--- src/rtl/divider_pkg.sv ---
// Shared types and constants for the sequential restoring divider.
package divider_pkg;

  localparam int unsigned DefDw = 32;
  localparam int unsigned DefVw = 16;

  // Quotient reported for a zero divisor.
  localparam logic [DefDw-1:0] DivZeroQuot = '1;

  typedef enum logic [1:0] {
    IDLE = 2'd0,
    RUN  = 2'd1,
    DONE = 2'd2
  } div_state_t;

endpackage

--- src/rtl/div_step.sv ---
// One restoring-division step: shift in a dividend bit, trial-subtract, restore on borrow.
module div_step #(
  parameter int unsigned VW = 16
) (
  input  logic [VW:0]   rem_i,
  input  logic          bit_i,
  input  logic [VW-1:0] divisor_i,
  output logic [VW:0]   rem_o,
  output logic          q_o
);

  // One extra bit so the sign of the trial difference is always visible.
  logic [VW+1:0] shifted;
  logic [VW+1:0] diff;

  // Trial subtraction; keep the difference when it is non-negative.
  always_comb begin
    shifted = {rem_i, bit_i};
    diff    = shifted - {2'b00, divisor_i};
    q_o     = ~diff[VW+1];
    rem_o   = q_o ? diff[VW:0] : shifted[VW:0];
  end

endmodule

--- src/rtl/seq_divider.sv ---
// Sequential DW-by-VW unsigned restoring divider, one quotient bit per cycle, MSB first.
module seq_divider
  import divider_pkg::*;
#(
  parameter int unsigned DW = DefDw,
  parameter int unsigned VW = DefVw
) (
  input  logic          clk,
  input  logic          rst,
  input  logic          start,
  input  logic [DW-1:0] dividend,
  input  logic [VW-1:0] divisor,
  output logic [DW-1:0] quotient,
  output logic [VW-1:0] remainder,
  output logic          busy,
  output logic          done,
  output logic          div_by_zero
);

  localparam int unsigned CW = $clog2(DW);

  div_state_t    state_q, state_d;
  logic [CW-1:0] cnt_q, cnt_d;
  // Dividend bits leave at the top while quotient bits enter at the bottom.
  logic [DW-1:0] shreg_q, shreg_d;
  logic [VW-1:0] dvs_q, dvs_d;
  logic [VW:0]   prem_q, prem_d;
  logic [DW-1:0] quot_q, quot_d;
  logic [VW-1:0] rem_q, rem_d;
  logic          dbz_q, dbz_d;

  logic [VW:0]   step_rem;
  logic          step_q;

  div_step #(
    .VW (VW)
  ) u_step (
    .rem_i     (prem_q),
    .bit_i     (shreg_q[DW-1]),
    .divisor_i (dvs_q),
    .rem_o     (step_rem),
    .q_o       (step_q)
  );

  // Next-state logic: accept in IDLE, iterate in RUN, one-cycle DONE.
  always_comb begin
    state_d = state_q;
    cnt_d   = cnt_q;
    shreg_d = shreg_q;
    dvs_d   = dvs_q;
    prem_d  = prem_q;
    quot_d  = quot_q;
    rem_d   = rem_q;
    dbz_d   = dbz_q;
    unique case (state_q)
      IDLE: begin
        if (start) begin
          if (divisor != '0) begin
            state_d = RUN;
            shreg_d = dividend;
            dvs_d   = divisor;
            prem_d  = '0;
            cnt_d   = CW'(DW - 1);
          end else begin
            state_d = DONE;
            quot_d  = {DW{DivZeroQuot[0]}};
            rem_d   = dividend[VW-1:0];
            dbz_d   = 1'b1;
          end
        end
      end
      RUN: begin
        shreg_d = {shreg_q[DW-2:0], step_q};
        prem_d  = step_rem;
        cnt_d   = cnt_q - CW'(1);
        if (cnt_q == '0) begin
          state_d = DONE;
          quot_d  = {shreg_q[DW-2:0], step_q};
          rem_d   = step_rem[VW-1:0];
          dbz_d   = 1'b0;
        end
      end
      DONE: state_d = IDLE;
      default: state_d = IDLE;
    endcase
  end

  // State and datapath registers with synchronous reset.
  always_ff @(posedge clk) begin
    if (rst) begin
      state_q <= IDLE;
      cnt_q   <= '0;
      shreg_q <= '0;
      dvs_q   <= '0;
      prem_q  <= '0;
      quot_q  <= '0;
      rem_q   <= '0;
      dbz_q   <= 1'b0;
    end else begin
      state_q <= state_d;
      cnt_q   <= cnt_d;
      shreg_q <= shreg_d;
      dvs_q   <= dvs_d;
      prem_q  <= prem_d;
      quot_q  <= quot_d;
      rem_q   <= rem_d;
      dbz_q   <= dbz_d;
    end
  end

  assign busy        = (state_q == RUN);
  assign done        = (state_q == DONE);
  assign quotient    = quot_q;
  assign remainder   = rem_q;
  assign div_by_zero = dbz_q;

endmodule

--- config.mk ---
export PLATFORM = sky130hd
export DESIGN_NAME = seq_divider
export DESIGN_NICKNAME = d
export VERILOG_FILES = /design/src/rtl/divider_pkg.sv /design/src/rtl/div_step.sv /design/src/rtl/seq_divider.sv
export SDC_FILE = /design/constraint.sdc
export NUM_CORES = 1
export LEC_CHECK = 0
export CAP_MARGIN = 20
export CORE_UTILIZATION = 53
export DETAILED_ROUTE_END_ITERATION = 16
export MAX_ROUTING_LAYER = met4
export PLACE_DENSITY = 0.8
export RECOVER_POWER = 100
export SLEW_MARGIN = 20
export SYNTH_ARGS = -nofsm -noshare
export SYNTH_HDL_FRONTEND = slang
export SYNTH_SLANG_ARGS = --single-unit
--- constraint.sdc ---
create_clock -name clk -period 3.6 [get_ports clk]
set_clock_uncertainty 0.15 [all_clocks]
set_input_delay 0.9 -clock clk [delete_from_list [all_inputs] [get_ports clk]]
set_output_delay 0.9 -clock clk [all_outputs]
set_load 0.1 [all_outputs]
# Yosys cells after proc, flatten, opt, wreduce, memory -nomap -nowiden
# Index checks and enable logic that the tools add are counted.
# word_totals
wordCells	51
register_bits	121
ram_bits	0
latchBits	0
n_memories	0
output_inout_bits	51
rom_bits	0
# classes
n_lt_le_gt_ge	0
n_eq_ne	6
mul	0
muxes	26
n_div	0
shifts	0
bitwise_logic	1
addsub	2
reduce_logical	8
# ops
operator	n
$mux 32	5
$pmux 32 s2	2
$mux 17	3
$mux 16	3
$pmux 17 s2	1
$pmux 16 s2	1
$sub 18x16->18	1
$reduce_bool 16->1	1
$mux 5	2
$pmux 5 s2	1
$mux 2	3
$ne 2x2->1 const B	3
$reduce_and 3->1	2
$logic_not 5->1	1
$sub 5x1->5 const B	1
$pmux 2 s2	1
$reduce_and 4->1	1
$mux 1	3
$eq 2x1->1 const B	1
$eq 2x2->1 const B	1
$logic_not 2->1	1
$ne 2x1->1 const B	1
$pmux 1 s2	1
$reduce_and 2->1	1
other kinds (2)	2

# Depth between registers and ports, before layout
# Gate-level depths: netlist (run 1).
# logic_depth
word_depth	4
depth_mapped	12

# By module
# From an unflattened synthesis (run 1), not the netlist that was laid out.
# unflattened
cells_unflattened	642
hier_area_um2	6000.8
# by_module_without_submodules
mod	cells_per_inst	instances	area_each_um2
seq_divider	494	1	4849.7
div_step	148	1	1151.1

# Worst setup path after synthesis (run 1)
# OpenSTA, ideal clock, no wires.
# synth_timing
path_type	flip-flop to output port
start	register state_q[0]
end	output port done
stages_incl_launch_ff	4
slack_ps	590
t_required_ps	2550
arrival_time_ps	1960
cell_sequence	dfxtp_1 > clkbuf_1 > buf_1 > nor2_1
# synth_via
elab_chain_len	1
# synth_rtl
item	line_no	text
from (decl)	seq_divider.sv:22	div_state_t state_q, state_d;
from (signal assigned)	seq_divider.sv:100	state_q <= state_d;
$eq 2x2->1	seq_divider.sv:112	assign done = (state_q == DONE);
to (decl)	seq_divider.sv:16	output logic done,
# No other way between the ends.

# Worst setup path in the final report (run 1)
# layout_timing
start	input port divisor[10]
end	register quot_q[14] (netlist: quotient[14])
# layout_via
elab_chain_len	3
# layout_rtl
item	line_no	text
from (decl)	seq_divider.sv:12	input logic [VW-1:0] divisor,
$reduce_bool 16->1	seq_divider.sv:58	if (divisor != '0) begin
$ne 2x2->1 (no line)	--	
$reduce_and 4->1 (no line)	--	
to (signal assigned)	seq_divider.sv:105	quot_q <= quot_d;
to (decl)	seq_divider.sv:28	logic [DW-1:0] quot_q, quot_d;
# No other way between the ends.
# A chain may end at the register's enable or synchronous reset.

==> out/metrics.yaml, run 1 <==
cts_tree: "yes"
synth-async-reset-ratio: 0
die_w_um: 107
design.die.area_sq_um: 11400
port_buffers: 101
routed_wl_um: 15600
number_of_antenna_violating_nets_in_the_routed_design: 0
grt-ovfl-total: 0
syn2layout_area_growth_pct: 25.9
synth_top_cells_by_area: "dfxtp_1, nand2_1, nor2_1"
core_area_sq_um: 10500
reg2reg_to: "prem_q[2]"
detailed_place_hpwl_um: 10800
nNetsFinal: 883
clk_path_buf_depth: 2
timing.critical_path.fanout_max: 43
cp-start-kind: "primary input"
clock_latency_ps: 530
rows: 37
htree_num_levels: 4
post_synth_xor_area_fraction: 0.0228
rr_worst_depth: 11
rsz0062_at_grt: "no"
synthAdderAreaFrac: 0.0422
period_minus_slack_ps: 3250
grt.total_usage: 0.290
drt_drc_violations_left: 0
reg2reg_from: "dvs_q[5]"
timing.setup.tns_ps: 0
number_of_buffers_inserted_by_hold_repair_at_cts: 0
cell_chosen_for_the_clock_root: "clkbuf_8"
clkTransAtPathRegs_ps: 60
grt_pass1_wl_um: 25400
hold_removal_path_class: "reg -> reg"
netlist.top_cell.by_area: "dfxtp_1"
initial_utilization: 0.555
antenna_found_initial: 0
ys_types: 54
power.ir.vdd_worst_mv: 1.39
hold_violations: 0
clock-sinks: 121
syn-num-nets: 800
num_vias: 5560
setup-violations-final: 0
max_freq_mhz: 307
antenna-diode-count: 0
postCtsSetupRepairBufs: 0
place_congestion: 0.924
post_route_cells_drive_above_1_share: 0.0751
hold_path_depth: 2
synth_top_area_frac: 0.417
detail_route.vias_per_cell: 5.78
syn_area_sq_um: 5810
crit_end: "quotient[14]"
post_synth_simple_gate_area: 0.209
ys.flop_type: "dfxtp_1"
dr.pass1.iters: 5
maxSlewHeadroom: 0.171
cp-end-kind: "flop"
top_level_ports: 102
post_synth_mux_area_share: 0.0260
critical_path_arrival_ps: 3510
power_per_cell_area_nw_per_um2: 835
syn-instance-count: 730
outcome: "finished clean"
timing_worst_setup_path_type: "in -> reg"
finalCritPeriodShare: 0.903
wl_per_cell_um: 16.3
synth-edff-count: 0
number_of_buffers_created_by_cts: 17
synth_compound_area_frac: 0.232
drtIter0Drc: 340
slew_violations: 0
sequential_share_of_the_synthesized_area: 0.417
pleak_nw: 2.76
startpoint: "divisor[10]"
worst_endpoint_required_time_ps: 3860
first_global_vias: 5128
ctsResizeCount: 0
largest_family_of_logic_cells_by_synthesized_area: "compound AO/OA/AOI/OAI gates"
setup.reg_to_reg.worst_slack_ps: 490
fp.dieH_um: 107
max-cap-violations: 0
final_hold_slack_ps: 304
pin_count_of_the_biggest_net_entering_global_routing: 87
synthesis.area_per_instance_sq_um: 7.96
worstMarginPinSlew_ps: 1250
ys_ff_latch: 121
synthesis.yosys.warnings: 0
==> Yosys cell counts (6+ instances only) <==
cell	instances
ha_1	18
o21ai_0	15
a311oi_1	34
a21oi_1	37
a211oi_1	40
o21a_1	11
a21o_1	6
buf_2	10
clkbuf_1	37
dfxtp_1	121
o21ai_1	18
nand2_1	132
nor2_1	119
mux2i_1	14
o31ai_1	10
nand3_1	8
a22oi_1	6
xnor2_1	8
inv_1	22
==> placed cells by master (no fill, tap or decap), types with 7 or more instances in the layout <==
cell type	synthesis	routed
xnor2_1	8	8
clkbuf_1	37	49
nand2_1	132	131
bufinv_16	0	7
inv_1	22	23
clkdlybuf4s50_1	0	48
o31ai_1	10	10
clkbuf_16	0	16
a311oi_1	34	34
o21ai_0	15	28
buf_4	1	12
o21a_1	11	11
mux2i_1	14	14
nand3_1	8	8
ha_1	18	18
a211oi_1	40	40
a21oi_1	37	38
nor2_1	119	119
dfxtp_1	121	121
==> state kept, by name, indices dropped and copies added, names as in the netlist <==
register     count
cnt_q            5
div_by_zero      1
dvs_q           16
prem_q          17
quotient        32
remainder       16
shreg_q         32
state_q          2
==> worst min path at each step <==
stage                     end  slack (ps)      start
detailed placement   dvs_q[9]         300   dvs_q[9]
global placement     dvs_q[2]         300   dvs_q[2]
global route         dvs_q[7]         330   dvs_q[7]
CTS                  dvs_q[9]         310   dvs_q[9]
floorplan           dvs_q[10]         290  dvs_q[10]
finish               dvs_q[9]         300   dvs_q[9]
==> metal layers <==
layer | up-vias | track usage | part of all wire
met5 | - | - | 0
met4 | 0 | 0.0949 | 0.016
met3 | 27 | 0.0547 | 0.059
met2 | 188 | 0.452 | 0.47
met1 | 2612 | 0.381 | 0.46
li1 | 2733 | - | -
==> stage by stage <==
step / util / cells / instance area (sq um) / power, mW / worst slack (ps)
final: 0.699 / 962 / 7320 / 6.11 / 347
after global routing: 0.699 / 962 / 7320 / 6.41 / 256
after CTS: 0.718 / 962 / 7510 / 6.16 / 492
after detailed placement: 0.651 / 930 / 6810 / 4.12 / 31.3
after global placement: 0.651 / 930 / 6810 / 4.07 / 69.5
after floorplan: - / 730 / 5810 / 3.59 / 590
==> final cells by class <==
cell class,instances,area [sq um]
Fill cell,903,3140
Multi-Input combinational cell,534,3100
Sequential cell,121,2420
Timing Repair Buffer,115,835
Clock buffer,19,442
Clock inverter,13,262
Tap cell,136,170
Inverter,24,90.1
==> power breakdown <==
group	total, mW	internal [mW]	switching [mW]	leakage [nW]
combinational	2.47	0.987	1.48	1.43
clock	2.03	1.38	0.644	0.340
sequential	1.61	1.49	0.128	0.989
total	6.11	3.85	2.26	2.76
==> worst max-delay path: stages <==
cell and delay [ps]:
dlygate4sd3_1 560, nor4_1 370, nand4_1 220, or3b_1 490, a21oi_4 190, buf_4 170
buf_12 200, nor2_1 80, a211oi_1 320
==> logic make-up after synthesis <==
logic type / count (synthesis)
AND/OR/NAND/NOR: 291
AO/OA/AOI/OAI: 196
flip-flops: 121
buffers and inverters: 75
adder cells (fa/ha/maj): 19
multiplexers: 15
XOR/XNOR: 13
No activity file was read; power rests on OpenSTA's default activity.
==> run 2: changes to the inputs <==
--- a/config.mk
+++ b/config.mk
@@ -5,6 +5,7 @@
 export SDC_FILE = /design/constraint.sdc
 export NUM_CORES = 1
 export LEC_CHECK = 0
+export ABC_AREA = 0
 export CAP_MARGIN = 20
 export CORE_UTILIZATION = 53
 export DETAILED_ROUTE_END_ITERATION = 16
==> results of run 2 <==
Final layout, timing and power as in run 1 (identical DEF).
==> run 3: changes to the inputs <==
--- a/config.mk
+++ b/config.mk
@@ -12,6 +12,7 @@
 export MAX_ROUTING_LAYER = met4
 export PLACE_DENSITY = 0.8
 export RECOVER_POWER = 100
+export REMOVE_ABC_BUFFERS = 1
 export SLEW_MARGIN = 20
 export SYNTH_ARGS = -nofsm -noshare
 export SYNTH_HDL_FRONTEND = slang
==> run 3 against run 2 <==
  * Hold slack about the same
  * Global-route usage about the same
  * Register-to-register slack worse by 80 ps
  * Combinational power about the same
  * Utilization down 1.0 points
  * Via count up 0.52%
  * Critical path type is now reg -> out
  * Critical endpoint is now busy
==> out/metrics.yaml, run 3 (synthesis results as in run 1) <==
hold_removal_path_class: "reg -> reg"
cpPeakStageDelay_ps: 760
final_common_cell: "nand2_1"
antenna-diode-count: 0
top_level_ports: 102
timing.critical_path.fanout_max: 17
post-route-worst-setup-slack_ps: 255
clkTransAtPathRegs_ps: 60
total_switching_power_mw: 2.21
pin_count_of_the_biggest_net_entering_global_routing: 80
postCtsSetupRepairBufs: 0
fp.dieH_um: 107
leading_cell_types_in_the_layout_fill_and_taps_excluded: "nand2_1, dfxtp_1, nor2_1, clkbuf_1, clkdlybuf4s50_1"
post_route_cells_drive_above_1_share: 0.0713
rsz0062_at_grt: "no"
routed_wl_um: 15500
maxSlewHeadroom: 0.186
critical_path_arrival_ps: 2300
sequential_cell_area_sq_um: 2420
max-cap-violations: 0
finish.utilization: 0.689
htree_num_levels: 4
cell_chosen_for_the_clock_root: "clkbuf_8"
timing_worst_setup_path_type: "reg -> out"
hold_violations: 0
place_congestion: 0.951
wl_per_cell_um: 16.1
outcome: "finished clean"
clock-sinks: 121
syn2layout_area_growth_pct: 24.0
antenna_found_initial: 0
drtIter0Drc: 427
period_minus_slack_ps: 3350
setup-violations-final: 0
multi_input_comb_area_sq_um: 3100
setup.reg_to_reg.worst_slack_ps: 410
dp_slack_ps: -119
detailed_place_hpwl_um: 10600
worstMarginPinSlew_ps: 1230
number_of_buffers_created_by_cts: 17
crit_path_cell_trace: "clkbuf_1, nand2_2, inv_1, buf_12"
detail_route.vias_per_cell: 5.80
num_vias: 5589
design.die.area_sq_um: 11400
port_buffers: 101
cts_tree: "yes"
power.share.sequential: 0.278
number_of_buffers_inserted_by_hold_repair_at_cts: 0
p_comb_frac: 0.423
power.share.switching: 0.382
rr_worst_depth: 10
worst_path_max_delay_cell: "clkbuf_1"
rows: 37
initial_utilization: 0.555
core_area_sq_um: 10500
dr.pass1.iters: 6
drt_drc_violations_left: 0
ctsResizeCount: 0
clock_power_share: 0.300
hold_path_depth: 2
grt-ovfl-total: 0
cp-start-kind: "flop"
finalCritPeriodShare: 0.929
die_w_um: 107
pleak_nw: 2.72
cp-end-kind: "output pin"
internal-power_mw: 3.57
nFillCells: 918
grt.total_usage: 0.290
power_per_cell_area_nw_per_um2: 803
clk_path_buf_depth: 2
clock_latency_ps: 530
nNetsFinal: 886
grt_pass1_wl_um: 25200
worst_endpoint_required_time_ps: 2550
max_freq_mhz: 299
power.ir.vdd_worst_mv: 0.619
number_of_antenna_violating_nets_in_the_routed_design: 0
first_global_vias: 5339
slew_violations: 0
==> run 3: final cells by class <==
type,instances,area share
well taps,136,0.0236
repair buffers,118,0.115
flip-flops and latches,121,0.336
multi-input cells,534,0.429
inverters,24,0.0125
clock buffers,24,0.0680
clock inverters,7,0.0158
==> run 3: metrics by stage <==
stage	total power [mW]	hold WS (ps)	cells	cell area [sq um]	setup TNS, ps
floorplan	3.53	280	679	5600	-21480
global placement	4.03	294	933	6820	0
detailed placement	4.10	297	933	6820	-632
CTS	5.84	305	964	7420	0
global route	6.09	333	964	7210	0
finish	5.79	304	964	7210	0
==> run 3: per-layer routing <==
metal  GRT usage  wire length [um]
met5           -                 0
met4       0.114               240
met3      0.0535               868
met2       0.472              7560
met1       0.358              6880
==> run 3: power groups by stage <==
stage               logic [mW]  registers (mW)  clock network, mW
detailed placement        2.47            1.63                  0
finish                    2.45            1.61               1.73
CTS                       2.49            1.60               1.75
floorplan                 1.74            1.79                  0
global placement          2.41            1.62                  0
global route              2.66            1.62               1.81
==> run 3: critical path, delay by kind of cell, from the launching register on <==
family,cells,cell delay (ps)
buf+inv,3,1230
simple gates,1,110
flops,1,430
==> run 3: path summary, 6_finish.rpt <==
path | end | from
max | busy | state_q[0]
min | dvs_q[14] | dvs_q[14]
max reg2reg | prem_q[2] | dvs_q[6]
min reg2reg | dvs_q[14] | dvs_q[14]
